<file path="src/rtl/norm_window_buffer.sv">
// Sliding window of the last DEPTH normalized frames. Each time a new frame
// completes a full window, the window is streamed out word by word, oldest frame first.
module norm_window_buffer #(
    parameter int N_CH  = 8,
    parameter int WIDTH = 16,
    parameter int DEPTH = 4
) (
    input  logic                       i_clk,
    input  logic                       i_rst_n,
    input  logic                       i_valid,
    input  logic [WIDTH-1:0]           i_norm [0:N_CH-1],
    input  logic                       i_clear,
    input  logic                       i_ready,
    output logic                       o_valid,
    output logic [WIDTH-1:0]           o_data,
    output logic                       o_last,
    output logic [$clog2(DEPTH+1)-1:0] o_fill,
    output logic                       o_drop
);
    localparam int PTR_W  = (DEPTH > 1) ? $clog2(DEPTH) : 1;
    localparam int CH_W   = (N_CH > 1) ? $clog2(N_CH) : 1;
    localparam int FILL_W = $clog2(DEPTH + 1);
    localparam logic [PTR_W-1:0]  LAST_FRM = PTR_W'(DEPTH - 1);
    localparam logic [CH_W-1:0]   LAST_CH  = CH_W'(N_CH - 1);
    localparam logic [FILL_W-1:0] FULL     = FILL_W'(DEPTH);

    typedef enum logic {S_FILL, S_STREAM} state_t;

    state_t             r_state;
    state_t             w_state_nxt;
    logic [WIDTH-1:0]   r_mem [0:DEPTH-1][0:N_CH-1];
    logic [PTR_W-1:0]   r_wr_ptr;
    logic [FILL_W-1:0]  r_fill;
    logic [PTR_W-1:0]   r_rd_frm;
    logic [CH_W-1:0]    r_rd_ch;
    logic [PTR_W-1:0]   r_sent;
    logic               r_drop;

    logic               w_accept;
    logic               w_xfer;
    logic               w_last_ch;
    logic               w_win_full;
    logic [PTR_W-1:0]   w_wr_ptr_inc;
    logic [PTR_W-1:0]   w_rd_frm_inc;
    logic [FILL_W-1:0]  w_fill_nxt;

    // Frames are only captured while filling; a clear swallows a coincident frame.
    assign w_accept     = (r_state == S_FILL) && i_valid && !i_clear;
    assign w_xfer       = o_valid && i_ready;
    assign w_last_ch    = (r_rd_ch == LAST_CH);
    assign w_wr_ptr_inc = (r_wr_ptr == LAST_FRM) ? '0 : r_wr_ptr + 1'b1;
    assign w_rd_frm_inc = (r_rd_frm == LAST_FRM) ? '0 : r_rd_frm + 1'b1;
    assign w_fill_nxt   = (r_fill == FULL) ? FULL : r_fill + 1'b1;
    assign w_win_full   = (w_fill_nxt == FULL);

    assign o_valid = (r_state == S_STREAM);
    assign o_last  = o_valid && w_last_ch && (r_sent == LAST_FRM);
    assign o_data  = o_valid ? r_mem[r_rd_frm][r_rd_ch] : '0;
    assign o_fill  = r_fill;
    assign o_drop  = r_drop;

    always_ff @(posedge i_clk or negedge i_rst_n) begin
        if (!i_rst_n) r_state <= S_FILL;
        else          r_state <= w_state_nxt;
    end

    always_comb begin
        w_state_nxt = r_state;
        if (i_clear) begin
            w_state_nxt = S_FILL;
        end else begin
            case (r_state)
                S_FILL:   if (w_accept && w_win_full) w_state_nxt = S_STREAM;
                S_STREAM: if (w_xfer && o_last)       w_state_nxt = S_FILL;
                default:  w_state_nxt = S_FILL;
            endcase
        end
    end

    always_ff @(posedge i_clk or negedge i_rst_n) begin
        if (!i_rst_n) begin
            r_wr_ptr <= '0;
            r_fill   <= '0;
            r_rd_frm <= '0;
            r_rd_ch  <= '0;
            r_sent   <= '0;
            r_drop   <= 1'b0;
        end else if (i_clear) begin
            r_wr_ptr <= '0;
            r_fill   <= '0;
            r_rd_frm <= '0;
            r_rd_ch  <= '0;
            r_sent   <= '0;
            r_drop   <= 1'b0;
        end else begin
            r_drop <= i_valid && (r_state == S_STREAM);
            if (w_accept) begin
                r_wr_ptr <= w_wr_ptr_inc;
                r_fill   <= w_fill_nxt;
                // Once full, the slot after the newest frame holds the oldest one.
                if (w_win_full) begin
                    r_rd_frm <= w_wr_ptr_inc;
                    r_rd_ch  <= '0;
                    r_sent   <= '0;
                end
            end
            if (w_xfer) begin
                if (w_last_ch) begin
                    r_rd_ch  <= '0;
                    r_rd_frm <= w_rd_frm_inc;
                    r_sent   <= r_sent + 1'b1;
                end else begin
                    r_rd_ch  <= r_rd_ch + 1'b1;
                end
            end
        end
    end

    always_ff @(posedge i_clk) begin
        if (w_accept) begin
            for (int c = 0; c < N_CH; c++) r_mem[r_wr_ptr][c] <= i_norm[c];
        end
    end

endmodule

</file>
<file path="config.mk">
export PLATFORM = sky130hd
export DESIGN_NAME = norm_window_buffer
export DESIGN_NICKNAME = d
export VERILOG_FILES = /design/src/rtl/norm_window_buffer.sv
export SDC_FILE = /design/constraint.sdc
export NUM_CORES = 1
export LEC_CHECK = 0
export CELL_PAD_IN_SITES_DETAIL_PLACEMENT = 1
export CELL_PAD_IN_SITES_GLOBAL_PLACEMENT = 1
export CORE_UTILIZATION = 40
export DETAILED_ROUTE_END_ITERATION = 16
export PLACE_DENSITY_LB_ADDON = 0.1
export RECOVER_POWER = 100
export SLEW_MARGIN = 20
export SYNTH_ARGS = -nofsm -noshare
export SYNTH_HDL_FRONTEND = slang
export SYNTH_SLANG_ARGS = --single-unit
</file>
<file path="constraint.sdc">
create_clock -name i_clk -period 4.2 [get_ports i_clk]
set_input_delay 0.84 -clock i_clk [delete_from_list [all_inputs] [get_ports i_clk]]
set_output_delay 0.84 -clock i_clk [all_outputs]
set_load 0.05 [all_outputs]
</file>
==> impl_results.md, run 1 <==
* Result of the run: complete, but fails checks
* Violated checks: max-capacitance violations, max-slew violations
* Startpoint of the tightest hold check path: r_sent[1]
* Number of synthesized register bits at 526
* Kind of launch point of the worst setup path: register
* Power density over the cells at 443 mW/mm^2
* Num rows at 82
* Detailed Place HPWL at 29000 um
* Met2 global-route usage at 30.0%
* Multi-input gate area in the final layout at 0.00430 sq mm
* Number of CTS-inserted buffers at 56
* Clock Skews at 9.48 ps
* Endpoint arrival time on the critical path at 3250 ps
* Deepest level of the CTS H-tree at 2
* Share of post-route cells with drive strength above 1 at 26.2%
* Core ar. at 0.0502 sq mm
* Clock sink total at 526
* Power Total at 10.9 mW
* Register-to-Register Path Depth at 4
* Layout overhead on the synthesized area at 20.7%
* Die height at 227 um
* Clk pin slew, worst setup/hold paths at 60 ps
* Post-Route Setup TNS at 0 ps
* Worst min-delay path class: reg2reg
* Avg Inst Size Synth at 22.7 sq um
* Global-route wire length before repair at 69100 um
* Leak pwr at 7.73 nW
* Clock tree from TritonCTS: yes
* Final wirelength at 47300 um
* Met1 track demand over resource at 25.7%
* Iteration count of the initial detailed-routing pass at 5
* Post-layout worst setup margin at 109 ps
* Post-cts resize count at 0
* Reg area at 0.0157 sq mm
* Clk buf depth at 3
* Tightest Pin Transition at 1590 ps
* Filler Cell Count at 4474
* Peak Freq at 0.244 GHz
* Instance count of the mapped netlist at 895
* Maximum resistive drop on vdd at 0.000328 V
* Number of enable-type register cells in the synthesized netlist at 512
* Worst slew margin at -6.15%
* Sequential area share after synthesis at 77.4%
* Vias in the first global route at 10400
* Max-cap violations at 3
* DP Cell Count at 1715
* Top cells by instance count after synthesis: sky130_fd_sc_hd__edfxtp_1 (512), sky130_fd_sc_hd__mux4_2 (128), sky130_fd_sc_hd__mux2_2 (35), sky130_fd_sc_hd__nor2_1 (28), sky130_fd_sc_hd__clkbuf_1 (23)
* Period utilisation layout at 97.4%
* Max Fanout on Critical Path at 8
* Cells traversed along the worst timing path: buf_12, clkbuf_2, mux4_2, mux2i_1, nor2_1, a221oi_1, a21oi_1, buf_4
* Gpl congestion at 0.717
* Design area at 0.0245 sq mm
* Pins Over Slew Limit at 169
* Post-Place Setup Slack at 460 ps
* Total of warnings raised by yosys at 0
* Standard cell area after detailed placement at 0.0229 sq mm
* Layout Utilization at 48.9%
* Tmin final at 4090 ps
* Final standard cell count with taps included and fillers excluded at 1827
* Cell accounting for the most synthesized area: sky130_fd_sc_hd__edfxtp_1
* Proportion of register bits with asynchronous set or reset after synthesis at 2.66%
* Number of buffers inserted by port buffering at 154
* Endpoints failing setup at 0
* Top Ports at 155
* Maximum number of pins on one net before global-route repair at 92
* Number of instances on the worst hold path at 2
* Synth area leaders: sky130_fd_sc_hd__edfxtp_1 (76%), sky130_fd_sc_hd__mux4_2 (14%), sky130_fd_sc_hd__mux2_2 (1.9%)
* Remaining antenna violation count after routing at 0
* CP max stage delay at 540 ps
* Master of the slowest instance on the critical path: sky130_fd_sc_hd__mux4_2
* Hold-fix buffers, CTS at 0
* Worst Hold Endpoint: r_sent[1]
* R2R setup slack at 570 ps
* Library cell with the highest instance count after synthesis: sky130_fd_sc_hd__edfxtp_1
* Overall via count from detail_route at 9757
* Yosys top cell area share at 75.7%
* Endpoint of the lowest-slack register-to-register path: r_mem[0][65]
* Overall routing resource usage at 18.7%
* WL per Instance at 25.9 um
* Clock root buffer: sky130_fd_sc_hd__clkbuf_16
* Average vias per placed instance at 5.34
* Met3 routing resource usage after global routing at 3.52%
* Final Hold Vio Count at 0
* Number of antenna violations at the first check in global routing at 12
* Aggregate global routing overflow at 0
* Synthesized netlist net count at 1038
* Number of distinct library cells after synthesis at 33
* 1st-iter DRT viols at 532
* RSZ-0062 raised after global routing: no
* Req. time, crit path at 3360 ps
* Count of nets after finishing at 1251
* Netlist Area Pre-Place at 0.0203 sq mm
* Die area at 0.0517 sq mm
* Remaining routing DRC violations at 0
* Reg2Reg Launch Point: o_valid
* Starting utilization of the core area at 40.5%
* Endpoint type of the worst setup path: output pin
* Skew-Pair Late Insertion Delay at 610 ps
* Tightest hold margin at 553 ps
* Width of the chip at 227 um
* Start-to-end type of the worst setup path: reg2out
* Most used flip-flop cell after synthesis: sky130_fd_sc_hd__edfxtp_1
* Most Crowded Layer GR: met2
-- layout make-up --
| class | count | area share (%) |
|---|---|---|
| Sequential cell | 526 | 64.1 |
| Multi-Input combinational cell | 312 | 17.5 |
| Timing Repair Buffer | 205 | 8.04 |
| Clock buffer | 69 | 6.00 |
| Tap cell | 672 | 3.43 |
| Clock inverter | 32 | 0.694 |
| Inverter | 7 | 0.107 |
| Antenna cell | 4 | 0.0408 |
-- report_power, final --
part,total (mW),switching (mW),internal (mW)
clock network,4.47,1.99,2.48
logic,0.444,0.247,0.196
registers,5.95,0.0323,5.92
total,10.9,2.27,8.59
-- what timing repair did --
item                       in CTS  in global routing
setup endpoints to repair      15                  2
setup buffers                   6                  1
pin swaps                       0                  0
-- worst max path at each step --
stage          cells after the start   startpoint  slack (ps)     endpoint
2_1_floorplan                      5      o_valid         950  r_mem[0][0]
3_3_place_gp                       7  r_rd_frm[0]         460   o_data[13]
3_5_place_dp                       7  r_rd_frm[0]         460   o_data[13]
4_1_cts                            5  r_rd_frm[1]          30   o_data[15]
5_1_grt                            8  r_rd_frm[0]          40   o_data[13]
6_report                           8  r_rd_frm[0]         110   o_data[13]
-- routing by layer --
layer / routed length (um) / vias to the layer above
met2: 23000 / 222
met4: 1190 / 6
li1: - / 4229
met3: 2130 / 85
met1: 20900 / 5215
met5: 41 / -
-- state kept, by name (all words and copies together) (netlist names) --
signal    flops
o_drop        1
o_fill        3
o_valid       1
r_mem       512
r_rd_ch       3
r_rd_frm      2
r_sent        2
r_wr_ptr      2
-- worst max-delay path: cells and delay by family, from the launching register on --
family                 cells  cell delay (ps)
multiplexers               2              790
buffers and inverters      3              670
AO/OA/AOI/OAI              2              630
flip-flops                 1              440
AND/OR/NAND/NOR            1               90
-- placed cells by master, fill, tap and decap left out, types with 2 or more instances in the layout --
| master | instances |
|---|---|
| sky130_fd_sc_hd__clkbuf_2 | 8 |
| sky130_fd_sc_hd__a21oi_1 | 19 |
| sky130_fd_sc_hd__nor2b_1 | 3 |
| sky130_fd_sc_hd__mux2i_1 | 16 |
| sky130_fd_sc_hd__clkbuf_1 | 15 |
| sky130_fd_sc_hd__o21ai_0 | 2 |
| sky130_fd_sc_hd__dlygate4sd3_1 | 137 |
| sky130_fd_sc_hd__inv_16 | 2 |
| sky130_fd_sc_hd__and2_0 | 2 |
| sky130_fd_sc_hd__dfrtp_4 | 2 |
| sky130_fd_sc_hd__nor3_1 | 4 |
| sky130_fd_sc_hd__clkdlybuf4s50_1 | 2 |
| sky130_fd_sc_hd__dfrtp_1 | 11 |
| sky130_fd_sc_hd__inv_1 | 7 |
| sky130_fd_sc_hd__a221oi_1 | 13 |
| sky130_fd_sc_hd__clkbuf_16 | 57 |
| sky130_fd_sc_hd__a31oi_1 | 5 |
| sky130_fd_sc_hd__diode_2 | 4 |
| sky130_fd_sc_hd__clkinv_1 | 19 |
| sky130_fd_sc_hd__mux4_2 | 128 |
| sky130_fd_sc_hd__buf_12 | 8 |
| sky130_fd_sc_hd__nand2_1 | 5 |
| sky130_fd_sc_hd__nand2b_1 | 3 |
| sky130_fd_sc_hd__clkinv_2 | 10 |
| sky130_fd_sc_hd__edfxtp_1 | 512 |
| sky130_fd_sc_hd__nor2_1 | 28 |
| sky130_fd_sc_hd__a22oi_1 | 3 |
| sky130_fd_sc_hd__clkbuf_4 | 6 |
| sky130_fd_sc_hd__o221ai_1 | 16 |
| sky130_fd_sc_hd__nand3_1 | 5 |
| sky130_fd_sc_hd__mux2_2 | 35 |
| sky130_fd_sc_hd__a211oi_1 | 4 |
| sky130_fd_sc_hd__and2_1 | 3 |
| sky130_fd_sc_hd__or2_2 | 2 |
| sky130_fd_sc_hd__buf_4 | 39 |
| sky130_fd_sc_hd__ha_1 | 10 |
-- cells by family after synthesis --
group                      after synthesis  share of synthesized area [%]
AOI/OAI and AO/OA                       64                           2.26
xor gates and xnor gates                 1                         0.0431
adders and majority gates               10                          0.616
buffers and inverters                   57                           1.44
DFF                                    526                           77.4
muxes                                  179                           16.9
and+or+nand+nor                         58                           1.34
No activity file was read; power rests on OpenSTA's default activity.
==> run 2, diff against run 1 <==
--- a/config.mk
+++ b/config.mk
@@ -11,7 +11,9 @@
 export DETAILED_ROUTE_END_ITERATION = 16
 export PLACE_DENSITY_LB_ADDON = 0.1
 export RECOVER_POWER = 100
+export REMOVE_ABC_BUFFERS = 1
 export SLEW_MARGIN = 20
 export SYNTH_ARGS = -nofsm -noshare
 export SYNTH_HDL_FRONTEND = slang
 export SYNTH_SLANG_ARGS = --single-unit
+export TNS_END_PERCENT = 100
==> impl_results.md, run 2 (synthesis results as in run 1) <==
* Detailed Place HPWL at 27900 um (-3.8%)
* Iteration count of the initial detailed-routing pass at 5 (unchanged)
* Worst slew margin at -34.4% (-28 points)
* Layout overhead on the synthesized area at 21.0%
* Largest register by flop count: r_mem
* Clk buf depth at 3 (unchanged)
* Endpoints failing setup at 0 (unchanged)
* Final wirelength at 46300 um (-2.1%)
* Aggregate global routing overflow at 0 (unchanged)
* Layout Utilization at 49.0% (+0.10 points)
* Clock tree from TritonCTS: yes
* Skew-Pair Late Insertion Delay at 600 ps (about the same)
* Post-Place Setup Slack at 736 ps (+276 ps)
* Post-Route Setup TNS at 0 ps (unchanged)
* Width of the chip at 227 um (unchanged)
* Remaining antenna violation count after routing at 0 (unchanged)
* Max Fanout on Critical Path at 13 (+5)
* Reg power frac at 55.1% (+0.3 points)
* Leading cell type in the layout, fill and taps excluded: sky130_fd_sc_hd__edfxtp_1
* Die area at 0.0517 sq mm (unchanged)
* Share of total power consumed by net switching at 20.6% (-0.30 points)
* Num rows at 82 (unchanged)
* Tightest Pin Transition at 2020 ps (+424 ps)
* Master of the slowest instance on the critical path: sky130_fd_sc_hd__dlygate4sd3_1
* Number of flip-flops under the largest register name at 512 (unchanged)
* Buffers plus inverters on the worst setup path at 2 (-1)
* Count of nets after finishing at 1241 (-0.80%)
* Endpoint arrival time on the critical path at 3130 ps (-120 ps)
* Number of antenna violations at the first check in global routing at 12 (unchanged)
* Cells traversed along the worst timing path: buf_4, ha_1, and3_1, dlygate4sd3_1
* Share of post-route cells with drive strength above 1 at 26.6% (+0.49 points)
* Global-route wire length before repair at 69000 um (about the same)
* Clock root buffer: sky130_fd_sc_hd__clkbuf_16
* Vias in the first global route at 10600 (+2.2%)
* Clock sink total at 526 (unchanged)
* 1st-iter DRT viols at 553 (+3.9%)
* Final Hold Vio Count at 0 (unchanged)
* Pins Over Slew Limit at 104 (-38%)
* Power Total at 10.8 mW (-0.51%)
* Maximum resistive drop on vdd at 0.000312 V (-4.7%)
* Commonest non-fill, non-tap cells in the layout: sky130_fd_sc_hd__edfxtp_1 (512), sky130_fd_sc_hd__dlygate4sd3_1 (135), sky130_fd_sc_hd__mux4_2 (128), sky130_fd_sc_hd__clkbuf_16 (56), sky130_fd_sc_hd__mux2_2 (35)
* Violated checks: max-capacitance violations, max-slew violations
* Starting utilization of the core area at 40.5% (unchanged)
* Combinational power share at 4.0% (about the same)
* RSZ-0062 raised after global routing: no
* Leak pwr at 7.72 nW (about the same)
* Remaining routing DRC violations at 0 (unchanged)
* Endpoint type of the worst setup path: output pin
* Result of the run: complete, but fails checks
* Gpl congestion at 0.688 (-4.1%)
* Number of buffers inserted by port buffering at 154 (unchanged)
* Number of CTS-inserted buffers at 55 (-1.8%)
* Req. time, crit path at 3360 ps (about the same)
* Deepest level of the CTS H-tree at 2 (unchanged)
* Clk pwr share at 41.0% (about the same)
* Die height at 227 um (unchanged)
* Overall via count from detail_route at 9663 (-0.96%)
* Top Ports at 155 (unchanged)
* Overall routing resource usage at 18.5% (-0.18 points)
* Max-cap violations at 3 (unchanged)
* CP max stage delay at 900 ps (+360 ps)
* Start-to-end type of the worst setup path: reg2out
* Internal Dissipation at 8.58 mW (-0.14%)
* Net switching power figure at 2.23 mW (-1.9%)
* Clock Skews at 9.32 ps (-0.162 ps)
* Clk pin slew, worst setup/hold paths at 60 ps (about the same)
* Power density over the cells at 440 mW/mm^2 (-0.72%)
* Maximum number of pins on one net before global-route repair at 49 (-47%)
* Hold-fix buffers, CTS at 0 (unchanged)
* WL per Instance at 25.4 um (-1.6%)
* Post-layout worst setup margin at 229 ps (+120 ps)
* Core ar. at 0.0502 sq mm (unchanged)
* Peak Freq at 0.252 GHz (+3.0%)
* Period utilisation layout at 94.6% (-2.9 points)
* Final standard cell count with taps included and fillers excluded at 1818 (-0.49%)
* Worst min-delay path class: reg2reg
* Kind of launch point of the worst setup path: register
* DP Cell Count at 1712 (-0.17%)
* Tmin final at 3970 ps (-120 ps)
* Average vias per placed instance at 5.32 (-0.47%)
* Cell family with most CP delay: buffers and inverters
## run 2: layer usage
layer / global-route usage, % / vias up / wire length (um)
met2: 30.1 / 201 / 22900
met5: 0 / - / 23
met3: 2.97 / 76 / 1780
met4: 5.50 / 4 / 924
li1: - / 4223 / -
met1: 25.7 / 5159 / 20600
## run 2: path summary, 6_finish.rpt
path,from,endpoint,slack [ps],cells after the start
min reg2reg,r_sent[1],r_sent[1],560,2
min,r_sent[1],r_sent[1],560,2
max in group asynchronous,i_rst_n,r_rd_frm[0],2920,1
max,r_rd_ch[2],o_last,230,4
max reg2reg,o_valid,r_mem[2][74],370,4
min in group asynchronous,i_rst_n,o_fill[0],740,1
## run 2: cell type report
class / instances / area (sq um)
diodes: 1 / 2.50
clock buffers: 64 / 1410
clock inverters: 40 / 224
fillers: 4499 / 25600
inverters: 7 / 26.3
multi-input cells: 312 / 4310
flip-flops and latches: 526 / 15700
well taps: 672 / 841
repair buffers: 196 / 2040
## run 2: repair_timing
| action | 4_1_cts | 5_1_grt |
|---|---|---|
| endpoints found under the setup margin | 0 | 2 |
| setup buffers | 0 | 1 |
| gates resized for setup | 0 | 0 |
| endpoints found under the hold margin | 0 | 0 |
## run 2: power by group through the flow
stage	Combinational [mW]	Sequential [mW]	Clock (mW)
after global routing	0.472	5.96	4.75
final	0.431	5.95	4.43
after detailed placement	0.470	6.06	0
after floorplan	0.174	6.07	0
after global placement	0.462	6.05	0
after CTS	0.472	5.95	4.57
## run 2: stage by stage
stage	area, sq um	hold slack, ps
2_1_floorplan	20100	511
3_3_place_gp	23000	535
4_1_cts	24700	554
3_5_place_dp	23000	545
5_1_grt	24600	579
6_report	24600	556
## run 2: worst register-to-register path: cells and delay by family, from the launching register on
family / cells / cell delay [ps]
and+or+nand+nor: 3 / 1700
buffers and inverters: 1 / 960
DFF: 1 / 740
==> RTL change: new RTL, settings of run 2 <==
`DEPTH`: 4 -> 8.
--- a/src/rtl/norm_window_buffer.sv
+++ b/src/rtl/norm_window_buffer.sv
@@ -3,7 +3,7 @@
 module norm_window_buffer #(
     parameter int N_CH  = 8,
     parameter int WIDTH = 16,
-    parameter int DEPTH = 4
+    parameter int DEPTH = 8
 ) (
     input  logic                       i_clk,
     input  logic                       i_rst_n,
Interface: changed (resized o_fill); port bits go from 155 to 156. The function was not compared with the original's and may differ.
==> RTL change against run 2 <==
- the flow still finishes with violations (max-capacitance violations, max-slew violations)
- sequential power increased by 95%
- design area increased by 93%
- register-to-register slack improved by 110 ps
- sequential cell count increased by 516
- wire length increased by 120%
- global-route usage increased by 1.8 points
- area after synthesis increased by 96%
- setup slack got worse by 110 ps
- power increased by 110%
- critical endpoint is now o_data[8]
- largest cell class unchanged
- highest routed layer unchanged
==> RTL change: results (changes against run 2) <==
Setup path
  • Reg-to-reg critical path startpoint: o_valid
  • Slowest cell on the critical path: mux4_2
  • Slowest stage delay, CP: 530 ps (-370 ps)
  • Worst-path maximum fanout: 18 (+5)
  • Critical Path Start: r_rd_frm[0]
  • Critical path arrival: 3250 ps (+120 ps)

CTS
  • CTS H-tree depth: 3 (+1)
  • TritonCTS Buffers: 114 (+110%)
  • Worst-Skew Late Latency: 690 ps (+90 ps)
  • Max clock buf depth: 3 (unchanged)
  • Clock root cell: clkbuf_16
  • Clk slew on worst S/H paths: 60 ps (about the same)

Cells and area
  • Max FFs per register: 1024 (+100%)
  • Share of cells above drive strength 1: 26.8% (+0.18 points)
  • Biggest register: r_mem
  • Final Net Count: 2187 (+76%)
  • Fill count: 8723 (+94%)

Logic synthesis
  • Post-synthesis mux area share: 15.5% (-1.4 points)
  • Sequential share of the synthesized area: 78.3% (+0.95 points)
  • Synth top cells by count: 1024 x edfxtp_1, 256 x mux4_2, 47 x nand2_1, 39 x mux2i_1, 35 x buf_2
  • Post-synthesis instance total: 1744 (+95%)
  • Post-synthesis compound-gate area fraction: 2.83% (+0.57 points)
  • Post-synth EDFFs: 1024 (+100%)
  • Yosys warns: 0 (unchanged)
  • Adder-Cell Fraction of Synth Area: 0.314% (-0.30 points)
  • Async S/R FF share, synth: 1.73% (-0.93 points)
  • Post-synth top area share: 77.2% (+1.5 points)
  • XOR/XNOR share of the synthesized area: 0.0440% (+0.00088 points)
  • Netlist cell types: 47 (+42%)
  • Top cells by area, synth: edfxtp_1 77%, mux4_2 14%, dfrtp_1 1.1%, mux2i_1 0.98%, a22oi_1 0.60%

Drt
  • Final wirelength: 102000 µm (+120%)
  • Vias: 19396 (+100%)
  • Avg Vias per Cell: 5.65 (+6.3%)
  • Pre-Repair DR Iteration Count: 7 (+2)
  • DR iter-0 viols: 1561 (+180%)

Run
  • MaxCap Viol Count: 9 (+6)

Timing
  • Clk_skew: 25.0 ps (+15.6 ps)
  • Final Hold Slack: 582 ps (+26.2 ps)
  • Max-slew violations: 427 (+310%)
  • Slew headroom: -47.4% (-13 points)

Power
  • Worst vdd ir: 0.306 mV (-2.1%)
  • Leak: 14.7 nW (+90%)

Placement
  • Post-DP HPWL: 58700 µm (+110%)
  • IO Port Bufs: 155 (+0.65%)
  • Final Wtd Congestion: 0.718 (+4.3%)
  • DP Cell Count: 3200 (+87%)

Status
  • Outcome: complete, but fails checks
  • Failing checks: max-capacitance violations, max-slew violations

GRT
  • Initial antenna violation count: 29 (+17)
  • Global-route wire length before repair: 148000 µm (+110%)
  • Number of global-route vias before repair: 21130 (+99%)
  • Global-route usage over all layers: 20.3% (+1.8 points)
  • Largest net degree at the start of global routing: 91 (+86%)

Hold path
  • HP Class: reg2reg
  • Hold Startpoint: r_sent[1]
RTL change: cell count changes after synthesis, sizes merged, moves of 13 or more:
| cell | before | now |
|---|---|---|
| o22ai | 0 | 20 |
| nand3 | 5 | 21 |
| a22o | 0 | 13 |
| mux2i | 16 | 39 |
| mux2 | 35 | 3 |
| edfxtp | 512 | 1024 |
| a22oi | 3 | 32 |
| nand2 | 5 | 47 |
| mux4 | 128 | 256 |
| buf | 27 | 68 |
RTL change: cells by family after synthesis:
logic type,Yosys count
AO/OA/AOI/OAI,157
adder cells (fa/ha/maj),10
flip-flops,1042
XOR/XNOR,2
buffers and inverters,98
multiplexers,298
AND/OR/NAND/NOR,137
RTL change: metrics by stage:
stage	setup WS [ps]	cell area [µm²]
after floorplan	-9170	39300
after CTS	-11.6	47900
after global placement	415	43900
final	114	47600
after detailed placement	450	43900
after global routing	-16.2	47500
RTL change: path summary, 6_finish.rpt:
path / end / slack [ps] / cells past startpoint
worst max-delay path: o_data[8] / 110 / 8
max in group asynchronous: r_rd_frm[1] / 2780 / 1
worst min register to register: r_sent[1] / 580 / 2
worst min-delay path: r_sent[1] / 580 / 2
min in group asynchronous: o_fill[2] / 750 / 1
worst max register to register: r_mem[4][77] / 480 / 5
RTL change: repair_timing:
item | 4_1_cts | 5_1_grt
endpoints found under the setup margin | 16 | 11
buffers inserted | 10 | 5
gates resized for setup | 9 | 4
endpoints found under the hold margin | 0 | 0
RTL change: metal layers:
metal  GRT usage [%]  wire length (µm)  vias to the layer above
li1                -                 -                     8120
met1            28.5             45400                    10600
met2            32.9             49100                      499
met3            3.61              5150                      163
met4            5.45              2150                       14
met5               0                84                        -
RTL change: critical path, delay by kind of cell (launching register included):
family | cells | cell delay (ps)
flip-flops | 1 | 440
AND/OR/NAND/NOR | 1 | 240
buffers and inverters | 4 | 650
AO/OA/AOI/OAI | 1 | 230
multiplexers | 2 | 990
RTL change: area by class of cell:
| class | count | area [µm²] | share of cell area [%] |
|---|---|---|---|
| Tap cell | 1287 | 1610 | 3.39 |
| Antenna cell | 5 | 12.5 | 0.0263 |
| Multi-Input combinational cell | 604 | 8130 | 17.1 |
| Sequential cell | 1042 | 31200 | 65.6 |
| Clock inverter | 77 | 866 | 1.82 |
| Clock buffer | 135 | 2970 | 6.25 |
| Inverter | 3 | 11.3 | 0.0237 |
| Timing Repair Buffer | 279 | 2740 | 5.77 |
RTL change: where the power goes:
part	leakage, nW	switching [mW]	total (mW)	internal (mW)
logic	3.35	0.320	0.503	0.183
clock network	1.87	4.09	10.2	6.15
registers	9.49	0.0338	11.6	11.6
